`config.mk`:
```
export PLATFORM = sky130hd
export DESIGN_NAME = ctrl_pipe
export DESIGN_NICKNAME = d
export VERILOG_FILES = /design/src/rtl/ctrl_pkg.sv /design/src/rtl/ctrl_pipe_hazard_fwd_unit.sv /design/src/rtl/ctrl_pipe.sv
export SDC_FILE = /design/constraint.sdc
export NUM_CORES = 1
export LEC_CHECK = 0
export BUFFER_PORTS_ARGS = -buffer_cell sky130_fd_sc_hd__buf_2
export CAP_MARGIN = 10
export CORE_MARGIN = 5
export CORE_UTILIZATION = 45
export DETAILED_ROUTE_END_ITERATION = 10
export GPL_ROUTABILITY_DRIVEN = 1
export PLACE_DENSITY = 0.68
export SYNTH_ARGS = -nofsm -noshare
export SYNTH_HDL_FRONTEND = slang
export SYNTH_HIERARCHICAL = 1
export SYNTH_SLANG_ARGS = --single-unit
```
`constraint.sdc`:
```
create_clock -name clk -period 5.1 [get_ports clk]
set_input_delay 1.02 -clock clk [delete_from_list [all_inputs] [get_ports clk]]
set_output_delay 1.02 -clock clk [all_outputs]
set_load 0.02 [all_outputs]
```
`src/rtl/ctrl_pkg.sv`:
```
// Shared definitions for the MIPS pipeline control path: encodings, control bundles
// and the forwarding-select helper used by the hazard unit.
`timescale 1ns/1ps
package ctrl_pkg;

    localparam int CP_REG_AW  = 5;
    localparam int CP_ALUOP_W = 2;

    localparam logic [CP_ALUOP_W-1:0] ALUOP_MEM   = 2'b00;
    localparam logic [CP_ALUOP_W-1:0] ALUOP_BR    = 2'b01;
    localparam logic [CP_ALUOP_W-1:0] ALUOP_RTYPE = 2'b10;
    localparam logic [CP_ALUOP_W-1:0] ALUOP_JMP   = 2'b11;

    localparam logic [1:0] PC_SEL_SEQ = 2'b00;
    localparam logic [1:0] PC_SEL_BR  = 2'b01;
    localparam logic [1:0] PC_SEL_JMP = 2'b10;

    localparam logic [1:0] FWD_RF  = 2'b00;
    localparam logic [1:0] FWD_WB  = 2'b01;
    localparam logic [1:0] FWD_MEM = 2'b10;

    // Full decoder bundle for the instruction sitting in ID.
    typedef struct packed {
        logic                  alusrc;
        logic                  regdst;
        logic                  memwrite;
        logic                  memread;
        logic                  beq;
        logic                  bne;
        logic                  jump;
        logic                  memtoreg;
        logic                  regwrite;
        logic [CP_ALUOP_W-1:0] aluop;
    } ctrl_t;

    localparam int CTRL_W = 9 + CP_ALUOP_W;

    // Jump has already acted in ID, so the ID/EX register does not carry it.
    typedef struct packed {
        logic                  alusrc;
        logic                  regdst;
        logic                  memwrite;
        logic                  memread;
        logic                  beq;
        logic                  bne;
        logic                  memtoreg;
        logic                  regwrite;
        logic [CP_ALUOP_W-1:0] aluop;
    } ex_ctrl_t;

    localparam int EX_CTRL_W = 8 + CP_ALUOP_W;
    localparam ex_ctrl_t EX_BUBBLE = ex_ctrl_t'({EX_CTRL_W{1'b0}});

    function automatic ex_ctrl_t to_ex_ctrl(input ctrl_t c);
        ex_ctrl_t e;
        e.alusrc   = c.alusrc;
        e.regdst   = c.regdst;
        e.memwrite = c.memwrite;
        e.memread  = c.memread;
        e.beq      = c.beq;
        e.bne      = c.bne;
        e.memtoreg = c.memtoreg;
        e.regwrite = c.regwrite;
        e.aluop    = c.aluop;
        return e;
    endfunction

    // EX/MEM match beats MEM/WB; $0 is never a forwarding source.
    function automatic logic [1:0] fwd_select(
        input logic                 mem_rw,
        input logic [CP_REG_AW-1:0] mem_dst,
        input logic                 wb_rw,
        input logic [CP_REG_AW-1:0] wb_dst,
        input logic [CP_REG_AW-1:0] src
    );
        logic [1:0] sel;
        if (mem_rw && (mem_dst != {CP_REG_AW{1'b0}}) && (mem_dst == src)) begin
            sel = FWD_MEM;
        end else if (wb_rw && (wb_dst != {CP_REG_AW{1'b0}}) && (wb_dst == src)) begin
            sel = FWD_WB;
        end else begin
            sel = FWD_RF;
        end
        return sel;
    endfunction

endpackage

```
`src/rtl/ctrl_pipe_hazard_fwd_unit.sv`:
```
// Combinational hazard/forwarding unit: branch redirect and flush, load-use stall,
// jump redirect, and EX operand forwarding selects.
`timescale 1ns/1ps
module hazard_fwd_unit
    import ctrl_pkg::*;
#(
    parameter int REG_AW = CP_REG_AW
)(
    input  logic              i_ex_beq,
    input  logic              i_ex_bne,
    input  logic              i_ex_zero,
    input  logic              i_ex_memread,
    input  logic [REG_AW-1:0] i_ex_rs,
    input  logic [REG_AW-1:0] i_ex_rt,
    input  logic [REG_AW-1:0] i_id_rs,
    input  logic [REG_AW-1:0] i_id_rt,
    input  logic              i_dec_jump,
    input  logic              i_mem_regwrite,
    input  logic [REG_AW-1:0] i_mem_dst,
    input  logic              i_wb_regwrite,
    input  logic [REG_AW-1:0] i_wb_dst,
    output logic              o_pc_write,
    output logic              o_ifid_write,
    output logic              o_ifid_flush,
    output logic [1:0]        o_pc_sel,
    output logic              o_idex_bubble,
    output logic [1:0]        o_fwd_a,
    output logic [1:0]        o_fwd_b
);

    logic w_taken;
    logic w_load_use;

    assign w_taken = (i_ex_beq & i_ex_zero) | (i_ex_bne & ~i_ex_zero);

    // A jump only reads rs, so its rt field cannot create a load-use hazard.
    assign w_load_use = i_ex_memread
                      & (i_ex_rt != {REG_AW{1'b0}})
                      & ((i_ex_rt == i_id_rs) | ((i_ex_rt == i_id_rt) & ~i_dec_jump));

    // Redirect/stall resolution: taken branch, then load-use, then jump.
    always_comb begin
        o_pc_write    = 1'b1;
        o_ifid_write  = 1'b1;
        o_ifid_flush  = 1'b0;
        o_pc_sel      = PC_SEL_SEQ;
        o_idex_bubble = 1'b0;
        if (w_taken) begin
            o_pc_sel      = PC_SEL_BR;
            o_ifid_flush  = 1'b1;
            o_idex_bubble = 1'b1;
        end else if (w_load_use) begin
            o_pc_write    = 1'b0;
            o_ifid_write  = 1'b0;
            o_idex_bubble = 1'b1;
        end else if (i_dec_jump) begin
            o_pc_sel      = PC_SEL_JMP;
            o_ifid_flush  = 1'b1;
        end else begin
            o_pc_sel      = PC_SEL_SEQ;
        end
    end

    // Operand forwarding selects from the EX/MEM and MEM/WB destinations.
    always_comb begin
        o_fwd_a = fwd_select(i_mem_regwrite, i_mem_dst, i_wb_regwrite, i_wb_dst, i_ex_rs);
        o_fwd_b = fwd_select(i_mem_regwrite, i_mem_dst, i_wb_regwrite, i_wb_dst, i_ex_rt);
    end

endmodule

```
`src/rtl/ctrl_pipe.sv`:
```
// Control-path stage registers (ID/EX, EX/MEM, MEM/WB) of the 5-stage MIPS pipeline;
// hazard and forwarding decisions come from hazard_fwd_unit.
`timescale 1ns/1ps
module ctrl_pipe
    import ctrl_pkg::*;
#(
    parameter int REG_AW  = CP_REG_AW,
    parameter int ALUOP_W = CP_ALUOP_W
)(
    input  logic               clk,
    input  logic               reset,
    input  logic               dec_alusrc,
    input  logic               dec_regdst,
    input  logic               dec_memwrite,
    input  logic               dec_memread,
    input  logic               dec_beq,
    input  logic               dec_bne,
    input  logic               dec_jump,
    input  logic               dec_memtoreg,
    input  logic               dec_regwrite,
    input  logic [ALUOP_W-1:0] dec_aluop,
    input  logic [REG_AW-1:0]  id_rs,
    input  logic [REG_AW-1:0]  id_rt,
    input  logic [REG_AW-1:0]  id_rd,
    input  logic               ex_zero,
    output logic               ex_alusrc,
    output logic [ALUOP_W-1:0] ex_aluop,
    output logic               mem_memread,
    output logic               mem_memwrite,
    output logic               wb_memtoreg,
    output logic               wb_regwrite,
    output logic [REG_AW-1:0]  wb_dst,
    output logic               pc_write,
    output logic               ifid_write,
    output logic               ifid_flush,
    output logic [1:0]         pc_sel,
    output logic [1:0]         fwd_a,
    output logic [1:0]         fwd_b
);

    ctrl_t             w_dec_ctrl;
    ex_ctrl_t          r_idex_ctrl;
    logic [REG_AW-1:0] r_idex_rs;
    logic [REG_AW-1:0] r_idex_rt;
    logic [REG_AW-1:0] r_idex_rd;
    logic [REG_AW-1:0] w_ex_dst;
    logic              w_idex_bubble;

    logic              r_exmem_memread;
    logic              r_exmem_memwrite;
    logic              r_exmem_memtoreg;
    logic              r_exmem_regwrite;
    logic [REG_AW-1:0] r_exmem_dst;

    logic              r_memwb_memtoreg;
    logic              r_memwb_regwrite;
    logic [REG_AW-1:0] r_memwb_dst;

    assign w_dec_ctrl = '{
        alusrc:   dec_alusrc,
        regdst:   dec_regdst,
        memwrite: dec_memwrite,
        memread:  dec_memread,
        beq:      dec_beq,
        bne:      dec_bne,
        jump:     dec_jump,
        memtoreg: dec_memtoreg,
        regwrite: dec_regwrite,
        aluop:    dec_aluop
    };

    assign w_ex_dst = r_idex_ctrl.regdst ? r_idex_rd : r_idex_rt;

    hazard_fwd_unit #(
        .REG_AW (REG_AW)
    ) u_hazard_fwd (
        .i_ex_beq       (r_idex_ctrl.beq),
        .i_ex_bne       (r_idex_ctrl.bne),
        .i_ex_zero      (ex_zero),
        .i_ex_memread   (r_idex_ctrl.memread),
        .i_ex_rs        (r_idex_rs),
        .i_ex_rt        (r_idex_rt),
        .i_id_rs        (id_rs),
        .i_id_rt        (id_rt),
        .i_dec_jump     (w_dec_ctrl.jump),
        .i_mem_regwrite (r_exmem_regwrite),
        .i_mem_dst      (r_exmem_dst),
        .i_wb_regwrite  (r_memwb_regwrite),
        .i_wb_dst       (r_memwb_dst),
        .o_pc_write     (pc_write),
        .o_ifid_write   (ifid_write),
        .o_ifid_flush   (ifid_flush),
        .o_pc_sel       (pc_sel),
        .o_idex_bubble  (w_idex_bubble),
        .o_fwd_a        (fwd_a),
        .o_fwd_b        (fwd_b)
    );

    // ID/EX: a squashed or stalled slot becomes an all-zero bubble, register fields included.
    always_ff @(posedge clk or posedge reset) begin
        if (reset) begin
            r_idex_ctrl <= EX_BUBBLE;
            r_idex_rs   <= {REG_AW{1'b0}};
            r_idex_rt   <= {REG_AW{1'b0}};
            r_idex_rd   <= {REG_AW{1'b0}};
        end else if (w_idex_bubble) begin
            r_idex_ctrl <= EX_BUBBLE;
            r_idex_rs   <= {REG_AW{1'b0}};
            r_idex_rt   <= {REG_AW{1'b0}};
            r_idex_rd   <= {REG_AW{1'b0}};
        end else begin
            r_idex_ctrl <= to_ex_ctrl(w_dec_ctrl);
            r_idex_rs   <= id_rs;
            r_idex_rt   <= id_rt;
            r_idex_rd   <= id_rd;
        end
    end

    // EX/MEM advances unconditionally.
    always_ff @(posedge clk or posedge reset) begin
        if (reset) begin
            r_exmem_memread  <= 1'b0;
            r_exmem_memwrite <= 1'b0;
            r_exmem_memtoreg <= 1'b0;
            r_exmem_regwrite <= 1'b0;
            r_exmem_dst      <= {REG_AW{1'b0}};
        end else begin
            r_exmem_memread  <= r_idex_ctrl.memread;
            r_exmem_memwrite <= r_idex_ctrl.memwrite;
            r_exmem_memtoreg <= r_idex_ctrl.memtoreg;
            r_exmem_regwrite <= r_idex_ctrl.regwrite;
            r_exmem_dst      <= w_ex_dst;
        end
    end

    // MEM/WB advances unconditionally.
    always_ff @(posedge clk or posedge reset) begin
        if (reset) begin
            r_memwb_memtoreg <= 1'b0;
            r_memwb_regwrite <= 1'b0;
            r_memwb_dst      <= {REG_AW{1'b0}};
        end else begin
            r_memwb_memtoreg <= r_exmem_memtoreg;
            r_memwb_regwrite <= r_exmem_regwrite;
            r_memwb_dst      <= r_exmem_dst;
        end
    end

    assign ex_alusrc    = r_idex_ctrl.alusrc;
    assign ex_aluop     = r_idex_ctrl.aluop;
    assign mem_memread  = r_exmem_memread;
    assign mem_memwrite = r_exmem_memwrite;
    assign wb_memtoreg  = r_memwb_memtoreg;
    assign wb_regwrite  = r_memwb_regwrite;
    assign wb_dst       = r_memwb_dst;

endmodule

```
Yosys cells after proc, flatten, opt, wreduce, memory -nomap -nowiden --
Cells that the tools add are included.
Storage, ports and cells: register bits 41, output and inout port bits 21, word-level logic and storage cells 63
Operators by class: equality and inequality tests 6, muxes and demuxes 19, bitwise logic cells 9, reduce and logical (&&, ||, !) cells 9
Operator list (count):
- $eq 5x5->1 | 6
- $mux 5 | 4
- $reduce_bool 5->1 | 3
- $mux 10 | 1
- $mux 2 | 5
- $mux 1 | 9
- $logic_and 1x1->1 | 6
- $and 1x1->1 | 5
- $not 1->1 | 2
- $or 1x1->1 | 2

Longest topological paths before layout --
depth after elaboration 7, depth in mapped cells 8

Hierarchy --
Netlist, hierarchy kept.
Modules (own cells, without submodules):
- ctrl_pipe | instances 1, cells each 76, area each 1272.5 um^2, seq. area each 1026.0 um^2
- hazard_fwd_unit | instances 1, cells each 64, area each 480.5 um^2, seq. area each 0.0 um^2

Least setup slack after synthesis --
OpenSTA, ideal clock, no wires.
kind input to output, start point input port id_rt[2], end point output port pc_write, data arrival time 2.152 ns, data required time 4.080 ns, path slack 1.928 ns, cell stages on the path 6, path buffers 1, cells stage by stage xnor2_1 -> nand4_1 -> or3_1 -> a21oi_1 -> nand2_1 -> buf_4
Between the ends: cells in the longest elaborated chain, start to end 6
Ends and longest elaborated chain:
- start, declared | RTL line ctrl_pipe.sv:23 | input logic [REG_AW-1:0] id_rt,
- $eq 5x5->1 | RTL line ctrl_pipe_hazard_fwd_unit.sv:39 | & ((i_ex_rt == i_id_rs) | ((i_ex_rt == i_id_rt) & ~i_dec_jump));
- $and 1x1->1 | RTL line ctrl_pipe_hazard_fwd_unit.sv:39
- $or 1x1->1 | RTL line ctrl_pipe_hazard_fwd_unit.sv:39
- $and 1x1->1 | RTL line ctrl_pipe_hazard_fwd_unit.sv:39
- $mux 1 (2 in series)
- end, declared | RTL line ctrl_pipe.sv:33 | output logic pc_write,
Every way passes these cells.

Worst setup path after layout --
start point input port id_rt[0], end point output port ifid_write
Between the ends: cells in the longest elaborated chain, start to end 6
Ends and longest elaborated chain:
- $eq 5x5->1 | RTL line ctrl_pipe_hazard_fwd_unit.sv:39
- $and 1x1->1 | RTL line ctrl_pipe_hazard_fwd_unit.sv:39
- $or 1x1->1 | RTL line ctrl_pipe_hazard_fwd_unit.sv:39
- $and 1x1->1 | RTL line ctrl_pipe_hazard_fwd_unit.sv:39
- $mux 1 | RTL line ctrl_pipe_hazard_fwd_unit.sv:52 | end else if (w_load_use) begin
- $mux 1 | RTL line ctrl_pipe_hazard_fwd_unit.sv:48 | if (w_taken) begin
- end, declared | RTL line ctrl_pipe.sv:34 | output logic ifid_write,
Every way passes these cells.

==> impl_metrics.env <==
export IMPL_drc=0
export IMPL_cp_max_fo=3
export IMPL_r2r_end="r_idex_rd[2]"
export IMPL_fmax_ghz=0.307
export IMPL_ys_seq_elements=41
export IMPL_min_delay_worst_endpoint="r_exmem_memtoreg"
export IMPL_antenna_found_initial=0
export IMPL_hold_class="flop to flop"
export IMPL_critPathKind="input pin to output port"
export IMPL_synth_top_cell_area_share_pct=58.5
export IMPL_status="finished, final reports clean"
export IMPL_area_growth_pct=21.1
export IMPL_die_area_um2=5240
export IMPL_regArea_um2=1030
export IMPL_post_route_period_util_pct=63.8
export IMPL_cts_repair_resized=0
export IMPL_dp_hpwl_mm=2.50
export IMPL_multi_input_area_um2=656
export IMPL_grt_overflow=0
export IMPL_via_per_inst=4.75
export IMPL_setup_viol=0
export IMPL_drt_iter0_drc=34
export IMPL_clkLatencyLatePin_ns=0.29
export IMPL_die_x_um=72.4
export IMPL_period_needed_ns=3.25
export IMPL_routedWlPerCell_um=13.7
export IMPL_drtPass1Iterations=4
export IMPL_fp_row_count=22
export IMPL_grt_pass1_vias=1220
export IMPL_io_buffers=49
export IMPL_peakVddDrop_uv=185
export IMPL_fillerInstances=324
export IMPL_clock_root_buffer="clkbuf_8"
export IMPL_worst_path_max_delay_cell="or3_1"
export IMPL_ant_nets=0
export IMPL_worst_ep_arrival_time_ns=2.23
export IMPL_syn_num_nets=169
export IMPL_chipHeight_um=72.4
export IMPL_gp_congestion=0.872
export IMPL_final_util_pct=57.1
export IMPL_grtUsageTotal_pct=13.6
export IMPL_synth_top_cell_by_area="dfrtp_1"
export IMPL_relSlewSlack_pct=41.9
export IMPL_grt_max_degree=42
export IMPL_cts_tree="yes"
export IMPL_r2r_start="r_idex_rt[0]"
export IMPL_core_area_um2=3720
export IMPL_worstPathCellList="buf_2 -> xnor2_1 -> nand4_1 -> or3_1 -> a21oi_1 -> nand2_1 -> buf_2"
export IMPL_yosysUniqueCellTypes=22
export IMPL_worst_setup_path_start_kind="input pin"
export IMPL_ioPinCount=50
export IMPL_powerDensity_nw_per_um2=381
export IMPL_tightest_slew_ns=0.872
export IMPL_yosysSeqAreaShare_pct=58.5
export IMPL_cts_buffers=5
export IMPL_final_nets=215
export IMPL_cts_htree_levels=2
export IMPL_cts_setup_buffers=0
export IMPL_required_ns=4.08
export IMPL_end_kind="output port"
export IMPL_grt_pass1_wl_mm=5.48
export IMPL_leakage_nw=1.03
export IMPL_diodes=0
export IMPL_drv_cap=0
export IMPL_ff2ff_setup_slack_ns=2.71
export IMPL_hold_viol_final=0
export IMPL_yosys_top_cells_area="dfrtp_1, xor2_1, nor2b_1"
export IMPL_crit_family="simple AND/OR/NAND/NOR gates"
export IMPL_min_delay_start="r_idex_ctrl[3]"
export IMPL_slowest_delay_ns=0.34
export IMPL_fin_setup_tns_ns=0
export IMPL_yosys_warnings=6
export IMPL_fin_skew_ns=0.00682
export IMPL_rr_worst_depth=6
export IMPL_cts_buffer_depth=2
export IMPL_vias=1116
export IMPL_syn_inst=140
export IMPL_drive_gt1_share_pct=36.4
export IMPL_holdPathStages=0
export IMPL_finalWirelength_mm=3.21
export IMPL_path_buf_inv=2
export IMPL_crit_top_cell="buf_2"
export IMPL_netlist_area_um2=1750
export IMPL_avgSynthCellArea_um2=12.5
export IMPL_hold_buffers=0
export IMPL_start_util_pct=47.2
export IMPL_cts_sinks=41
export IMPL_drv_slew=0
export IMPL_clkTransAtPathRegs_ns=0.07
export IMPL_rsz0062_at_grt="false"
==> worst reg2reg max path, stage by stage (launching register included) <==
cell and delay [ns]:
dfrtp_1 0.49, xnor2_1 0.22, nand4_1 0.10, or3_1 0.34, a21oi_1 0.24, nand2b_1 0.72, nor2b_1 0.12
==> how the worst max path moves through the flow <==
stage              from          to  cells after the start
2_1_floorplan  id_rt[2]    pc_write                      6
3_3_place_gp   id_rt[0]    pc_write                      7
3_5_place_dp   id_rt[0]  ifid_write                      7
4_1_cts        id_rt[0]  ifid_write                      7
5_1_grt        id_rt[0]  ifid_write                      7
6_report       id_rt[0]  ifid_write                      7
==> Yosys cell counts (all sizes together) <==
cell / instances
mux2: 5
xor2: 18
nor3: 1
nand2: 3
clkbuf: 5
xnor2: 12
nor4: 4
a21oi: 1
mux2i: 1
nand2b: 1
nand4: 1
inv: 2
or4: 5
dfrtp: 41
buf: 6
o21ai: 4
nand3: 3
nor2b: 25
nor2: 1
or3: 1
==> kinds of logic after synthesis <==
| kind of cell | Yosys count | synth area share (%) |
|---|---|---|
| buffers and inverters | 13 | 4.07 |
| AND/OR/NAND/NOR | 45 | 17.0 |
| flip-flops | 41 | 58.5 |
| multiplexers | 6 | 3.78 |
| XOR/XNOR | 30 | 15.0 |
| AO/OA/AOI/OAI | 5 | 1.64 |
==> where the power goes <==
| part | total (mW) | switching (mW) | internal, mW |
|---|---|---|---|
| Combinational | 0.144 | 0.0776 | 0.0659 |
| Clock | 0.265 | 0.106 | 0.159 |
| Sequential | 0.400 | 0.0374 | 0.363 |
==> routing by layer <==
layer	global-route usage (%)	share of wire [%]	routed length, µm	vias to the layer above
li1	-	-	-	543
met3	4.85	7.6	244	2
met4	4.92	0.53	17	0
met5	0	0	0	-
met2	22.1	50	1610	41
met1	16.6	42	1340	530
==> metrics by stage <==
step	setup slack [ns]	std cells	cell area (µm²)	total power, mW	hold slack [ns]
floorplan	1.93	140	1750	0.509	0.331
global placement	1.92	227	2000	0.547	0.331
detailed placement	1.84	227	2000	0.553	0.340
CTS	1.84	235	2120	0.818	0.358
global route	1.70	235	2120	0.852	0.361
finish	1.85	235	2120	0.808	0.355
==> registers in the layout, indices dropped and copies added (netlist names) <==
| register | count |
|---|---|
| r_exmem_regwrite | 1 |
| r_exmem_memtoreg | 1 |
| mem_memread | 1 |
| wb_dst | 5 |
| wb_memtoreg | 1 |
| r_idex_rs | 5 |
| r_idex_ctrl | 7 |
| ex_aluop | 2 |
| r_idex_rd | 5 |
| wb_regwrite | 1 |
| r_idex_rt | 5 |
| r_exmem_dst | 5 |
| ex_alusrc | 1 |
| mem_memwrite | 1 |
==> cell type report <==
class | count | area share, %
multi-input combinational | 86 | 30.9
inverter | 2 | 0.354
clock buffer | 6 | 3.89
sequential | 41 | 48.3
timing repair buffer | 50 | 11.9
tap | 48 | 2.83
clock inverter | 2 | 1.77
==> layout by cell type, fill, tap and decap left out <==
| master | Yosys | routed |
|---|---|---|
| xor2_1 | 18 | 18 |
| or4_1 | 5 | 5 |
| mux2i_1 | 1 | 1 |
| bufinv_16 | 0 | 1 |
| nand2b_1 | 1 | 1 |
| nand3_1 | 3 | 3 |
| nor2b_1 | 25 | 25 |
| o21ai_0 | 1 | 1 |
| o21ai_2 | 1 | 1 |
| or3_1 | 1 | 1 |
| buf_4 | 6 | 1 |
| buf_2 | 0 | 49 |
| nor4_2 | 4 | 4 |
| inv_1 | 2 | 2 |
| o21ai_1 | 2 | 2 |
| clkinvlp_4 | 0 | 1 |
| nor3_1 | 1 | 1 |
| dfrtp_1 | 41 | 41 |
| xnor2_1 | 12 | 12 |
| nand2_1 | 3 | 3 |
| nor2_1 | 1 | 1 |
| nand4_1 | 1 | 1 |
| mux2_2 | 5 | 5 |
| a21oi_1 | 1 | 1 |
| clkbuf_8 | 0 | 6 |
(Power assumes the default switching activity.)
